===== config.mk =====
export PLATFORM = sky130hd
export DESIGN_NAME = regfile_wb_sched_flat
export DESIGN_NICKNAME = d
export VERILOG_FILES = /design/src/rtl/regfile_wb_sched_if.sv /design/src/rtl/regfile_wb_sched.sv /design/src/flat_wrapper.sv
export SDC_FILE = /design/constraint.sdc
export NUM_CORES = 1
export LEC_CHECK = 0
export CAP_MARGIN = 20
export CORE_ASPECT_RATIO = 1.1
export CORE_UTILIZATION = 28
export CTS_CLUSTER_DIAMETER = 100
export DETAILED_ROUTE_END_ITERATION = 10
export PLACE_DENSITY = 0.57
export SYNTH_ARGS = -nofsm -noshare
export SYNTH_HDL_FRONTEND = slang
export SYNTH_SLANG_ARGS = --single-unit
export TNS_END_PERCENT = 1

===== constraint.sdc =====
create_clock -name clk -period 2.67 [get_ports clk]
set_input_delay 0.4005 -clock clk [delete_from_list [all_inputs] [get_ports clk]]
set_output_delay 0.4005 -clock clk [all_outputs]
set_load 0.02 [all_outputs]

===== src/rtl/regfile_wb_sched_if.sv =====
// Writeback scheduler bundle: issue/hazard, two producer request channels, register file write port.
// Pure wiring, no latency; producers are backpressured by withholding a_ack/m_ack.
// slave = scheduler side, master = issue stage / producers / register file side.
interface regfile_wb_sched_if #(
    parameter int AW   = 4,
    parameter int DW   = 16,
    parameter int NREG = 16
);
    logic            issue_vld;
    logic [AW-1:0]   issue_rd;
    logic [AW-1:0]   rs_q;
    logic [AW-1:0]   rt_q;
    logic            hazard;
    logic            a_req;
    logic [AW-1:0]   a_rd;
    logic [DW-1:0]   a_data;
    logic            a_ack;
    logic            m_req;
    logic [AW-1:0]   m_rd;
    logic [DW-1:0]   m_data;
    logic            m_ack;
    logic            wr;
    logic [AW-1:0]   Rd;
    logic [DW-1:0]   RW;
    logic [NREG-1:0] busy;
    logic            issue_err;

    modport slave (
        input  issue_vld, issue_rd, rs_q, rt_q,
        input  a_req, a_rd, a_data, m_req, m_rd, m_data,
        output hazard, a_ack, m_ack, wr, Rd, RW, busy, issue_err
    );

    modport master (
        output issue_vld, issue_rd, rs_q, rt_q,
        output a_req, a_rd, a_data, m_req, m_rd, m_data,
        input  hazard, a_ack, m_ack, wr, Rd, RW, busy, issue_err
    );
endinterface


===== src/rtl/regfile_wb_sched.sv =====
// Writeback scheduler: arbitrates ALU/memory writes onto one register file port, tracks pending writes for hazards.
// Latency: ack combinational with request, wr/Rd/RW registered one cycle after the ack edge.
// Backpressure: a losing producer holds its request until acked; WBS_FIXED_PRI_EN selects M-over-A fixed priority.
module regfile_wb_sched #(
    parameter int AW   = 4,
    parameter int DW   = 16,
    parameter int NREG = 16
) (
    input  logic                clk,
    input  logic                rst,
    regfile_wb_sched_if.slave   bus
);
    logic            r_wr;
    logic [AW-1:0]   r_rd;
    logic [DW-1:0]   r_rw;
    logic [NREG-1:0] r_busy;
    logic            r_issue_err;

    logic            w_hazard;
    logic            w_gnt_a;
    logic            w_gnt_m;
    logic            w_gnt;
    logic            w_set;
    logic [AW-1:0]   w_wr_rd;
    logic [DW-1:0]   w_wr_data;
    logic [NREG-1:0] w_busy_nxt;

    // No bypass: a register being written this cycle still stalls readers.
    assign w_hazard = r_busy[bus.rs_q] | r_busy[bus.rt_q]
                    | (bus.issue_vld & r_busy[bus.issue_rd]);

`ifdef WBS_FIXED_PRI_EN
    assign w_gnt_m = bus.m_req;
    assign w_gnt_a = bus.a_req & ~bus.m_req;
`else
    logic r_last_gnt_m;

    assign w_gnt_a = bus.a_req & (~bus.m_req | r_last_gnt_m);
    assign w_gnt_m = bus.m_req & ~w_gnt_a;

    always_ff @(posedge clk or negedge rst) begin
        if (!rst) begin
            r_last_gnt_m <= 1'b1;
        end else if (w_gnt) begin
            r_last_gnt_m <= w_gnt_m;
        end
    end
`endif

    assign w_gnt     = w_gnt_a | w_gnt_m;
    assign w_wr_rd   = w_gnt_m ? bus.m_rd   : bus.a_rd;
    assign w_wr_data = w_gnt_m ? bus.m_data : bus.a_data;
    assign w_set     = bus.issue_vld & ~w_hazard;

    // Set applied after clear so a fresh issue keeps ownership of the register.
    always_comb begin
        w_busy_nxt = r_busy;
        if (w_gnt) begin
            w_busy_nxt[w_wr_rd] = 1'b0;
        end
        if (w_set) begin
            w_busy_nxt[bus.issue_rd] = 1'b1;
        end
    end

    always_ff @(posedge clk or negedge rst) begin
        if (!rst) begin
            r_wr        <= 1'b0;
            r_rd        <= '0;
            r_rw        <= '0;
            r_busy      <= '0;
            r_issue_err <= 1'b0;
        end else begin
            r_wr <= w_gnt;
            if (w_gnt) begin
                r_rd <= w_wr_rd;
                r_rw <= w_wr_data;
            end
            r_busy      <= w_busy_nxt;
            r_issue_err <= r_issue_err | (bus.issue_vld & w_hazard);
        end
    end

    assign bus.hazard    = w_hazard;
    assign bus.a_ack     = w_gnt_a;
    assign bus.m_ack     = w_gnt_m;
    assign bus.wr        = r_wr;
    assign bus.Rd        = r_rd;
    assign bus.RW        = r_rw;
    assign bus.busy      = r_busy;
    assign bus.issue_err = r_issue_err;
endmodule


===== src/flat_wrapper.sv =====
// flat-port wrapper written by rule: the top's interface ports become plain ports
module regfile_wb_sched_flat 
#(
    parameter int AW   = 4,
    parameter int DW   = 16,
    parameter int NREG = 16
)
  (clk, rst, bus_issue_vld, bus_issue_rd, bus_rs_q, bus_rt_q, bus_a_req, bus_a_rd, bus_a_data, bus_m_req, bus_m_rd, bus_m_data, bus_hazard, bus_a_ack, bus_m_ack, bus_wr, bus_Rd, bus_RW, bus_busy, bus_issue_err);
  regfile_wb_sched_if #(.AW(AW), .DW(DW), .NREG(NREG)) bus_i ();
  input  logic clk;
  input  logic rst;
  input wire logic [$bits(bus_i.issue_vld)-1:0] bus_issue_vld;
  input wire logic [$bits(bus_i.issue_rd)-1:0] bus_issue_rd;
  input wire logic [$bits(bus_i.rs_q)-1:0] bus_rs_q;
  input wire logic [$bits(bus_i.rt_q)-1:0] bus_rt_q;
  input wire logic [$bits(bus_i.a_req)-1:0] bus_a_req;
  input wire logic [$bits(bus_i.a_rd)-1:0] bus_a_rd;
  input wire logic [$bits(bus_i.a_data)-1:0] bus_a_data;
  input wire logic [$bits(bus_i.m_req)-1:0] bus_m_req;
  input wire logic [$bits(bus_i.m_rd)-1:0] bus_m_rd;
  input wire logic [$bits(bus_i.m_data)-1:0] bus_m_data;
  output wire logic [$bits(bus_i.hazard)-1:0] bus_hazard;
  output wire logic [$bits(bus_i.a_ack)-1:0] bus_a_ack;
  output wire logic [$bits(bus_i.m_ack)-1:0] bus_m_ack;
  output wire logic [$bits(bus_i.wr)-1:0] bus_wr;
  output wire logic [$bits(bus_i.Rd)-1:0] bus_Rd;
  output wire logic [$bits(bus_i.RW)-1:0] bus_RW;
  output wire logic [$bits(bus_i.busy)-1:0] bus_busy;
  output wire logic [$bits(bus_i.issue_err)-1:0] bus_issue_err;
  assign bus_i.issue_vld = bus_issue_vld;
  assign bus_i.issue_rd = bus_issue_rd;
  assign bus_i.rs_q = bus_rs_q;
  assign bus_i.rt_q = bus_rt_q;
  assign bus_i.a_req = bus_a_req;
  assign bus_i.a_rd = bus_a_rd;
  assign bus_i.a_data = bus_a_data;
  assign bus_i.m_req = bus_m_req;
  assign bus_i.m_rd = bus_m_rd;
  assign bus_i.m_data = bus_m_data;
  assign bus_hazard = bus_i.hazard;
  assign bus_a_ack = bus_i.a_ack;
  assign bus_m_ack = bus_i.m_ack;
  assign bus_wr = bus_i.wr;
  assign bus_Rd = bus_i.Rd;
  assign bus_RW = bus_i.RW;
  assign bus_busy = bus_i.busy;
  assign bus_issue_err = bus_i.issue_err;
  regfile_wb_sched #(.AW(AW), .DW(DW), .NREG(NREG)) u_core (.clk(clk), .rst(rst), .bus(bus_i));
endmodule

# Word-level counts from Yosys, hierarchy flattened
# Index checks and enable logic that the tools add are counted.
word_totals:
  out_inout_bits: 41
  in_bits: 57
  elab_cells: 44
  register_bits: 39
op_classes:
  magnitude_cmp: 6
  n_mux: 14
  n_bitwise: 16
  reduce_logical: 2
ops:
  columns: ["op", "n"]
  rows:
  - ["$mux W16", 3]
  - ["$lt A4 B5 Y1 const B", 4]
  - ["$and A16 B16 Y16", 1]
  - ["$not A16 Y16", 1]
  - ["$or A16 B16 Y16", 1]
  - ["$bmux W1 S4", 3]
  - ["$demux W1 S4", 2]
  - ["$ge A4 B1 Y1 const B", 2]
  - ["$and A1 B1 Y1", 5]
  - ["$mux W1", 5]
  - ["$or A1 B1 Y1", 5]
  - ["$mux W4", 1]
  - ["$not A1 Y1", 3]
  - ["$logic_and A1 B1 Y1", 2]

# Logic depth before layout (Yosys ltp)
logic_depth:
  depth_word: 15
  ltp_mapped: 8
  mapped_depth_nobuf: 5

# Worst setup path after synthesis
# Ideal clock, no wire load.
synth_path:
  kind: "register -> output"
  from: "reg u_core.r_busy[11] (netlist: u_core.bus.busy[11])"
  to: "out bus_hazard"
  arrival_ns: 1.994
  path_stages_with_launch: 7
  slack_ns: 0.276
  n_path_buf: 2
  required_time_ns: 2.270
  path_cell_list: "dfrtp_1 -> mux4_1 -> mux2i_1 -> mux2i_1 -> or4_1 -> buf_6 -> buf_12"
synth_via:
  elab_chain_cells: 4
  elab_cells_between_ends: 9
  classes_between: "mux (6); bitwise (3)"
synth_lines:
  columns: ["element", "line", "source"]
  rows:
  - ["start, declared", "regfile_wb_sched.sv:16", "logic [NREG-1:0] r_busy;"]
  - ["start signal, assigned", "regfile_wb_sched.sv:79", "r_busy <= w_busy_nxt;"]
  - ["$bmux W1 S4, on equally long branches", "regfile_wb_sched.sv:29, regfile_wb_sched.sv:30", null]
  - ["$mux W1, on equally long branches", "regfile_wb_sched.sv:29, regfile_wb_sched.sv:30", null]
  - ["$or A1 B1 Y1 / $and A1 B1 Y1 (equally long branches)", "regfile_wb_sched.sv:29, regfile_wb_sched.sv:30", null]
  - ["$or A1 B1 Y1 (*)", "regfile_wb_sched.sv:30", "| (bus.issue_vld & r_busy[bus.issue_rd]);"]
  - ["end, declared", "flat_wrapper.sv:22", "output wire logic [$bits(bus_i.hazard)-1:0] bus_hazard;"]
# Mark *: on every way between the ends. The rest lies on a longest branch, timed or not. The select of a mux whose other input is x is not followed.

# Final worst setup path
layout_path:
  from: "in bus_rs_q[1]"
  to: "out bus_hazard"
layout_via:
  elab_chain_cells: 4
layout_lines:
  columns: ["element", "line", "source"]
  rows:
  - ["start, declared", "flat_wrapper.sv:14", "input wire logic [$bits(bus_i.rs_q)-1:0] bus_rs_q;"]
  - ["$bmux W1 S4", "regfile_wb_sched.sv:29", "assign w_hazard = r_busy[bus.rs_q] | r_busy[bus.rt_q]"]
  - ["$mux W1 (not written as such)", "regfile_wb_sched.sv:29", null]
  - ["$or A1 B1 Y1", "regfile_wb_sched.sv:29", null]
  - ["$or A1 B1 Y1", "regfile_wb_sched.sv:30", null]
# No other way between the ends. The select of a mux whose other input is x is not followed.

==> results.toml <==
[routing]
drt_iter0_drc = 145
dr.pass1.iters = 4
finalWirelength_mm = 7.08
drcViolationCount = 0
num_vias = 2259
wl_per_cell_um = 15.4
ant_nets = 0
viasPerCell = 4.91

[critical_path]
path_max_fanout = 3
slowest_stage = "or4_4"
crit_type = "primary input to output port"
r2r_start = "u_core.bus.busy[4]"
crit_arrival_ns = 2.23
cp.required_ns = 2.27
crit_chain = "clkdlybuf4s50_1 > mux4_2 > mux2i_1 > mux2i_1 > or4_4 > buf_4"
cp_common_cell = "mux2i_1"
endpoint_kind = "output port"
reg2reg_slack_ns = 0.41
timing.rr.end = "u_core.bus.issue_err"
cpPeakStageDelay_ns = 0.56
r2r_cells = 7
setup.worst_path.start_class = "primary input"

[sta]
maxSlewHeadroom_pct = 39.6
finalMaxSlewViolations = 0
min_period_over_period_pct = 98.5
max_freq_ghz = 0.380
hold_violations = 0
fin_worst_skew_ns = 0.00596
worst_pin_slew_ns = 0.906
tns_ns = 0
fin_crit_ns = 2.63
finalSetupViolCount = 0
rsz0062_at_grt = "no"

[run]
cap_violations = 0

[logic_synthesis]
synth_edf_count = 0
avgSynthCellArea_um2 = 10.2
seq_area_frac_synth_pct = 42.7
synth_cell_types = 36
ys_warn_count = 0
synthCells = 225
syn-num-nets = 282
synthTopCellsByArea = "dfrtp_1 (42%), mux2i_1 (13%), a21oi_1 (4.6%)"
mappedNetlistArea_um2 = 2290
ys_ff_latch = 39
synth-async-reset-ratio_pct = 100
synth_top_area_share_pct = 41.5
synth_top_flop_cell = "dfrtp_1"
yosys.area.top_type = "dfrtp_1"

[clock_network]
ctsLongestPathBuffers = 2
cts_buffers = 5
cts_hold_buf = 0
cts.clk_slew.worst_paths_ns = 0.09
cts_htree_levels = 2
clk_latency_ns = 0.29
cts.root.buffer_cell = "clkbuf_8"
clock_sinks = 39
cts_tree = "yes"

[floorplan]
core_um2 = 7910
die_height_um = 96.8
initial_core_util_pct = 28.9
fp.dieW_um = 88.2
die_area_um2 = 8540
ioPinCount = 98
fp-row-count = 34

[global_route]
first_global_vias = 2382
grt_pass1_wl_mm = 11.7
overflow = 0
grt.total_usage_pct = 17.4
antenna_found_initial = 0
grt_max_degree = 40

[finish]
syn_to_final_growth_pct = 61.4
layout_common_cells = "clkdlybuf4s50_1 (90), dfrtp_1 (38), buf_4 (37)"
final_common_cell = "clkdlybuf4s50_1"
fin_nets = 408
drive_gt1_share_pct = 20.7
final_util_pct = 46.7
nFillCells = 803
regArea_um2 = 977
n_antenna_cell = 0
fin_cells = 460
multi_input_area_um2 = 1230

[placed_design]
post-place-cells = 451
place_congestion = 0.856
post-dp-hpwl_mm = 5.54
io_buffers = 97

[status]
status = "completed"

[min_path]
hold_path.class = "primary input to async pin"

[pwr]
p_leak_nw = 1.58
powerDensity_nw_per_um2 = 731
ir_worst_vdd_v = 0.000312
-- worst max-delay path by stage --
stage	cells after the start	start	endpoint
CTS	5	u_core.bus.busy[4]	bus_hazard
detailed placement	6	bus_rs_q[0]	bus_hazard
finish	6	bus_rs_q[1]	bus_hazard
floorplan	6	u_core.bus.busy[11]	bus_hazard
global route	6	bus_rs_q[1]	bus_hazard
global placement	6	bus_rs_q[0]	bus_hazard
-- cell type report --
type | instances | area share [%]
inverters | 3 | 0.305
clock buffers | 6 | 2.23
clock inverters | 2 | 0.948
well taps | 108 | 3.66
repair buffers | 133 | 33.2
multi-input cells | 169 | 33.2
flip-flops and latches | 39 | 26.4
-- cells by family (layout without fill, tap and decap cells) --
family,Yosys count,count (layout),share of synthesized area (%)
AO/OA/AOI/OAI,65,65,17.4
AND/OR/NAND/NOR,59,59,11.3
multiplexers,45,45,24.6
flip-flops,39,39,42.7
buffers and inverters,17,144,3.99
-- Yosys cell counts (4+ instances only) --
master    count
nor2_1       23
mux4_1        4
nand2_1      17
o31ai_1       4
o21ai_2       9
o21ai_0      13
mux2i_1      30
nand3_1       9
dfrtp_1      38
a21oi_1      21
nor2b_1       4
o21ai_1       8
clkbuf_1      7
mux2_2        7
-- timing repair --
action / in CTS / in global routing
endpoints found under the setup margin: 1 / 1
setup buffers: 0 / 1
pin swaps: 0 / 1
resized for setup: 10 / 6
-- power by group --
| group | leakage (nW) | switching, mW | internal (mW) |
|---|---|---|---|
| sequential | 0.463 | 0.106 | 0.726 |
| clock | 0.0612 | 0.227 | 0.303 |
| combinational | 1.06 | 0.637 | 0.705 |
-- state kept, by name, indices dropped and copies added (netlist names) --
name / flops
u_core.bus.RW: 16
u_core.bus.busy: 16
u_core.bus.Rd: 4
u_core.bus.issue_err: 1
u_core.bus.wr: 1
u_core.r_last_gnt_m: 1
-- per-stage QoR --
stage          instance area (µm²)  power, mW  hold WS (ns)  setup WS (ns)
4_1_cts                       3690       2.71         0.268         0.0167
3_3_place_gp                  3580       2.17         0.450         -0.682
6_report                      3700       2.70         0.234         0.0413
2_1_floorplan                 2290       1.47         0.105          0.276
5_1_grt                       3700       2.86         0.308      0.0000238
3_5_place_dp                  3580       2.17         0.451         -0.685
-- critical path: cells and delay by family --
family        cells  cell delay (ns)
simple gates      1             0.56
mux               3             0.56
buf+inv           2             0.71
-- layer usage --
layer | wire length, µm | GRT usage [%]
met2 | 3110 | 27.3
met5 | 0 | 0
met4 | 157 | 5.21
met1 | 3040 | 22.3
met3 | 772 | 6.14
Power figures use the tool's default switching activity.
==> RTL change 1: new RTL, same settings <==
`NREG` is set to 16 in 3 places; all go to 32.
--- a/src/rtl/regfile_wb_sched_if.sv
+++ b/src/rtl/regfile_wb_sched_if.sv
@@ -4,7 +4,7 @@
 interface regfile_wb_sched_if #(
     parameter int AW   = 4,
     parameter int DW   = 16,
-    parameter int NREG = 16
+    parameter int NREG = 32
 );
     logic            issue_vld;
     logic [AW-1:0]   issue_rd;
--- a/src/rtl/regfile_wb_sched.sv
+++ b/src/rtl/regfile_wb_sched.sv
@@ -4,7 +4,7 @@
 module regfile_wb_sched #(
     parameter int AW   = 4,
     parameter int DW   = 16,
-    parameter int NREG = 16
+    parameter int NREG = 32
 ) (
     input  logic                clk,
     input  logic                rst,
--- a/src/flat_wrapper.sv
+++ b/src/flat_wrapper.sv
@@ -3,7 +3,7 @@
 #(
     parameter int AW   = 4,
     parameter int DW   = 16,
-    parameter int NREG = 16
+    parameter int NREG = 32
 )
   (clk, rst, bus_issue_vld, bus_issue_rd, bus_rs_q, bus_rt_q, bus_a_req, bus_a_rd, bus_a_data, bus_m_req, bus_m_rd, bus_m_data, bus_hazard, bus_a_ack, bus_m_ack, bus_wr, bus_Rd, bus_RW, bus_busy, bus_issue_err);
   regfile_wb_sched_if #(.AW(AW), .DW(DW), .NREG(NREG)) bus_i ();
Ports: changed (resized bus_busy); port bits go from 98 to 114. The function was not compared with the original's and may differ.
==> RTL change 1 against the unedited design <==
Wire length up 0.64%; setup slack better by 0.055 ns; largest power group unchanged; final area increased by 2.3%; sequential cell count unchanged; sequential power decreased by 1%; area after synthesis is 5.4% higher; power shrank 0.81%; largest cell class unchanged; first-iteration DRC count down 4.1%.
==> RTL change 1: results (changes against the unedited design) <==
Synthesis
  • Top cells by area, synth: dfrtp_1, mux2i_1, buf_4
  • Library cells used by synthesis: 38 (+5.6%)
  • Post-synth ARST share: 100% (unchanged)
  • Post-synth top cells: dfrtp_1, mux2i_1, nor2_1, a21oi_1, nand2_1
  • Mapped Avg Cell Area: 9.97 um^2 (-2.0%)
  • Seq/Total Area, Yosys: 40.5% (-2.2 points)

Power and ir drop
  • Sequential Power Share: 30.6% (-0.2 points)
  • Net Sw Frac: 36.7% (+0.87 points)
  • PnR Total Power: 2.68 mW (-0.81%)
  • Max IR drop VDD: 0.000236 V (-24%)
  • Lkg Pwr: 1.63 nW (+3.5%)
  • Power Clock: 0.441 mW (-17%)

Placement
  • Placed insts: 473 (+4.9%)
  • Place WS: -0.735 ns (-0.0495 ns)
  • GP Congestion: 0.796 (-7.0%)
  • Post-detail-place hpwl: 5450 um (-1.6%)
  • Placed Area: 3660 um^2 (+2.4%)

GRT
  • Initial antenna violation count: 0 (unchanged)
  • Number of global-route vias before repair: 2303 (-3.3%)
  • Global Route Usage Sum: 16.2% (-1.3 points)
  • Largest net degree at the start of global routing: 40 (unchanged)
  • First-pass GRT wire length: 11500 um (-2.4%)

Drt
  • Met2 routed WL: 3540 um (+14%)
  • Met1 Wirelength: 2920 um (-3.8%)
  • Routed vias/inst: 4.60 (-6.3%)
  • Met3 wire length: 572 um (-26%)
  • Pre-antenna DRT Iters: 4 (unchanged)
  • Initial drt markers: 139 (-4.1%)
  • Wire per inst: 14.8 um (-4.0%)
  • Final wirelength: 7120 um (+0.64%)

Layout
  • Fillers: 813 (+1.2%)
  • Ant. Diodes: 0 (unchanged)
  • Nets: 427 (+4.7%)
  • Layout cells sized above 1: 20.2% (-0.52 points)

Setup path
  • Critical Path Fanout Max: 3 (unchanged)
  • WP data arrival: 2.17 ns (-0.06 ns)
  • Slowest stage cell, crit path: or4_4

Timing
  • Fin Clk Skew: 0.00719 ns (+0.00123 ns)
  • Slew @ Worst Pin: 0.864 ns (-0.0429 ns)

Clocking
  • Worst-path clk slew: 0.08 ns
  • Root Buffer Master: clkbuf_8
  • Clk buf depth: 2 (unchanged)

Worst hold path
  • HP Class: primary input to asynchronous set/reset pin

Outcome
  • Status: complete, no violations
RTL change 1: cell type report:
| class | count | area, um^2 | share of cell area (%) |
|---|---|---|---|
| Multi-Input combinational cell | 185 | 1290 | 34.2 |
| Timing Repair Buffer | 136 | 1260 | 33.3 |
| Sequential cell | 39 | 978 | 25.9 |
| Tap cell | 111 | 139 | 3.67 |
| Clock buffer | 8 | 100 | 2.65 |
| Inverter | 3 | 11.3 | 0.298 |
RTL change 1: repair_timing:
item / in CTS / in global routing
buffers inserted: 0 / 1
gates resized for setup: 17 / 2
setup endpoints to repair: 1 / 1
pin swaps: 0 / 2
cloned: 0 / 0
RTL change 1: logic make-up (layout without fill, tap and decap cells):
kind of cell,Yosys count,count (layout),synth area share [%]
other cells,1,16,0.155
flops,39,39,40.5
compound gates,65,65,16.5
buf+inv,33,147,8.76
simple gates,59,59,10.7
mux,45,45,23.3
RTL change 1: routing by layer:
layer	vias up	global-route usage [%]
li1	1096	-
met1	1019	17.9
met2	98	29.1
met3	6	5.20
met4	0	5.58
met5	-	0
RTL change 1: path summary, 6_finish.rpt:
kind / slack, ns / from / endpoint / cells after the start
max in group asynchronous: 1.86 / rst / u_core.bus.busy[4] / 1
worst min-delay path: 0.22 / rst / u_core.bus.RW[10] / 1
worst max register to register: 0.41 / u_core.bus.busy[4] / u_core.bus.issue_err / 7
worst min register to register: 0.47 / u_core.bus.issue_err / u_core.bus.issue_err / 1
worst max-delay path: 0.1 / u_core.bus.busy[4] / bus_hazard / 6
min in group clk: 0.47 / u_core.bus.issue_err / u_core.bus.issue_err / 1
RTL change 1: worst max-delay path: cells and delay by family, from the launching register on:
family	cells	cell delay [ns]
compound gates	2	0.30
buf+inv	2	0.30
flops	1	0.44
mux	1	0.29
simple gates	1	0.55
==> RTL change 2: new RTL, config.mk and constraints unchanged <==
Without the edit above. Reset style: synchronous (`rst`), changed in 2 clocked blocks.
--- a/src/rtl/regfile_wb_sched.sv
+++ b/src/rtl/regfile_wb_sched.sv
@@ -38,7 +38,7 @@
     assign w_gnt_a = bus.a_req & (~bus.m_req | r_last_gnt_m);
     assign w_gnt_m = bus.m_req & ~w_gnt_a;
 
-    always_ff @(posedge clk or negedge rst) begin
+    always_ff @(posedge clk) begin
         if (!rst) begin
             r_last_gnt_m <= 1'b1;
         end else if (w_gnt) begin
@@ -63,7 +63,7 @@
         end
     end
 
-    always_ff @(posedge clk or negedge rst) begin
+    always_ff @(posedge clk) begin
         if (!rst) begin
             r_wr        <= 1'b0;
             r_rd        <= '0;
Function: differs if rst is asserted again (counterexample within 4 cycles, from zero or initial values and one cycle with rst low); with rst held inactive, the same outputs for 10 cycles.
==> RTL change 2 against the unedited design <==
Area after synthesis is 1.3% higher; sequential cell count stayed put; clock skew is 0.0038 ns higher; via count is 2.6% higher; setup slack better by 0.069 ns; count of clock-buffer cells in the layout is 1 lower; synthesized cell count is 2.7% higher; final area is 4.3% lower; wire length is 2.6% higher; critical endpoint unchanged.
Power is not compared: it rests on default switching activity, and its combinational part moved more than twofold at a synthesized area within 25%.
==> RTL change 2: results (changes against the unedited design) <==
GRT
  • Global routing usage on met1: 20.7% (-1.6 points)
  • Number of global-route vias before repair: 2341 (-1.7%)
  • First-pass GRT wire length: 11600 um (-0.89%)
  • Grt met2 use: 27.8% (+0.47 points)
  • Global Route Usage Sum: 17.4% (about the same)
  • Initial antenna violation count: 0 (unchanged)
  • Grt met3 use: 6.97% (+0.82 points)

Timing
  • Fin Clk Skew: 0.00972 ns (+0.00376 ns)
  • Slew @ Worst Pin: 0.513 ns (-0.394 ns)

Outcome
  • Status: complete, no violations

Synthesis
  • Top cells by area, synth: dfxtp_1, mux2i_1, o211a_1
  • Post-synth ARST share: 0% (-100 points)
  • Syn nets: 288 (+2.1%)
  • Library cells used by synthesis: 53 (+47%)
  • Seq/Total Area, Yosys: 33.7% (-9.0 points)

Placement
  • GP Congestion: 0.831 (-2.9%)
  • Placed Area: 3460 um^2 (-3.4%)
  • Post-detail-place hpwl: 5530 um (-0.17%)

Layout
  • Fillers: 770 (-4.1%)
  • Layout cells sized above 1: 11.3% (-9.4 points)
  • Nets: 392 (-3.9%)

Clocking
  • Worst-path clk slew: 0.07 ns (-0.02 ns)
  • CTS H-tree lvls: 2 (unchanged)

Drt
  • Wire per inst: 16.3 um (+6.3%)
  • Routed vias/inst: 5.22 (+6.3%)
  • Initial drt markers: 129 (-11%)

Worst hold path
  • HP Class: flip-flop to flip-flop

Setup path
  • Critical Path Fanout Max: 5 (+2)
  • WP data arrival: 2.16 ns (-0.07 ns)
  • Slowest stage cell, crit path: clkdlybuf4s50_1
[RTL change 2: cell types whose count changed after synthesis, moves of 8 or more]
cell / before / now
a21oi_1: 21 / 2
o211a_1: 0 / 16
nor2_1: 23 / 2
nand2_1: 17 / 27
dfxtp_1: 0 / 39
o211ai_1: 0 / 13
o21ai_1: 8 / 0
dfrtp_1: 38 / 0
o21ai_0: 13 / 3
o31ai_1: 4 / 17
o21ai_2: 9 / 0
[RTL change 2: worst paths after layout]
check	cells after the start	endpoint	startpoint	slack, ns
max	6	bus_hazard	bus_rt_q[2]	0.11
min	1	u_core.bus.issue_err	u_core.bus.issue_err	0.48
max reg2reg	6	u_core.bus.busy[0]	u_core.r_last_gnt_m	0.71
min reg2reg	1	u_core.bus.issue_err	u_core.bus.issue_err	0.48
[RTL change 2: cells by family after synthesis]
family                 share of synthesized area [%]
AO/OA/AOI/OAI                                   25.8
AND/OR/NAND/NOR                                 13.1
multiplexers                                    22.2
flip-flops                                      33.7
buffers and inverters                           5.29
[RTL change 2: repair_timing]
action	4_1_cts	5_1_grt
hold buffers	0	0
endpoints found under the hold margin	0	0
buffers inserted	0	0
setup endpoints to repair	1	0
gates resized for setup	3	0
[RTL change 2: final cells by class]
cell class                      count  area, um^2  share of cell area (%)
Sequential cell                    39         781                    22.1
Clock buffer                        5        68.8                    1.95
Multi-Input combinational cell    168        1420                    40.0
Inverter                            7        26.3                   0.743
Tap cell                          108         135                    3.82
Timing Repair Buffer              114        1090                    31.0
Clock inverter                      3        15.0                   0.424
[RTL change 2: power groups by stage]
stage / Combinational [mW] / Clock (mW) / Sequential [mW]
2_1_floorplan: 0.174 / 0 / 0.687
3_3_place_gp: 0.423 / 0 / 0.652
3_5_place_dp: 0.425 / 0 / 0.652
4_1_cts: 0.425 / 0.411 / 0.639
5_1_grt: 0.455 / 0.435 / 0.643
6_report: 0.420 / 0.394 / 0.639
[RTL change 2: metal layers]
layer	up-vias	part of all wire (%)
li1	1115	-
met1	1085	42
met2	105	46
met3	12	10
met4	0	1.8
met5	-	0
[RTL change 2: through the flow]
| step | power, mW | instances | setup TNS [ns] | hold WS (ns) | setup WS [ns] |
|---|---|---|---|---|---|
| floorplan | 0.861 | 231 | 0 | 0.530 | 0.718 |
| global placement | 1.08 | 436 | -0.283 | 0.465 | -0.283 |
| detailed placement | 1.08 | 436 | -0.337 | 0.460 | -0.337 |
| CTS | 1.47 | 444 | 0 | 0.491 | 0.0927 |
| global route | 1.53 | 444 | 0 | 0.503 | 0.0281 |
| finish | 1.45 | 444 | 0 | 0.481 | 0.110 |
[RTL change 2: critical path, delay by kind of cell]
kind            cells  cell delay, ns
buf+inv             2            0.93
mux                 1            0.36
simple gates        1            0.10
compound gates      2            0.36
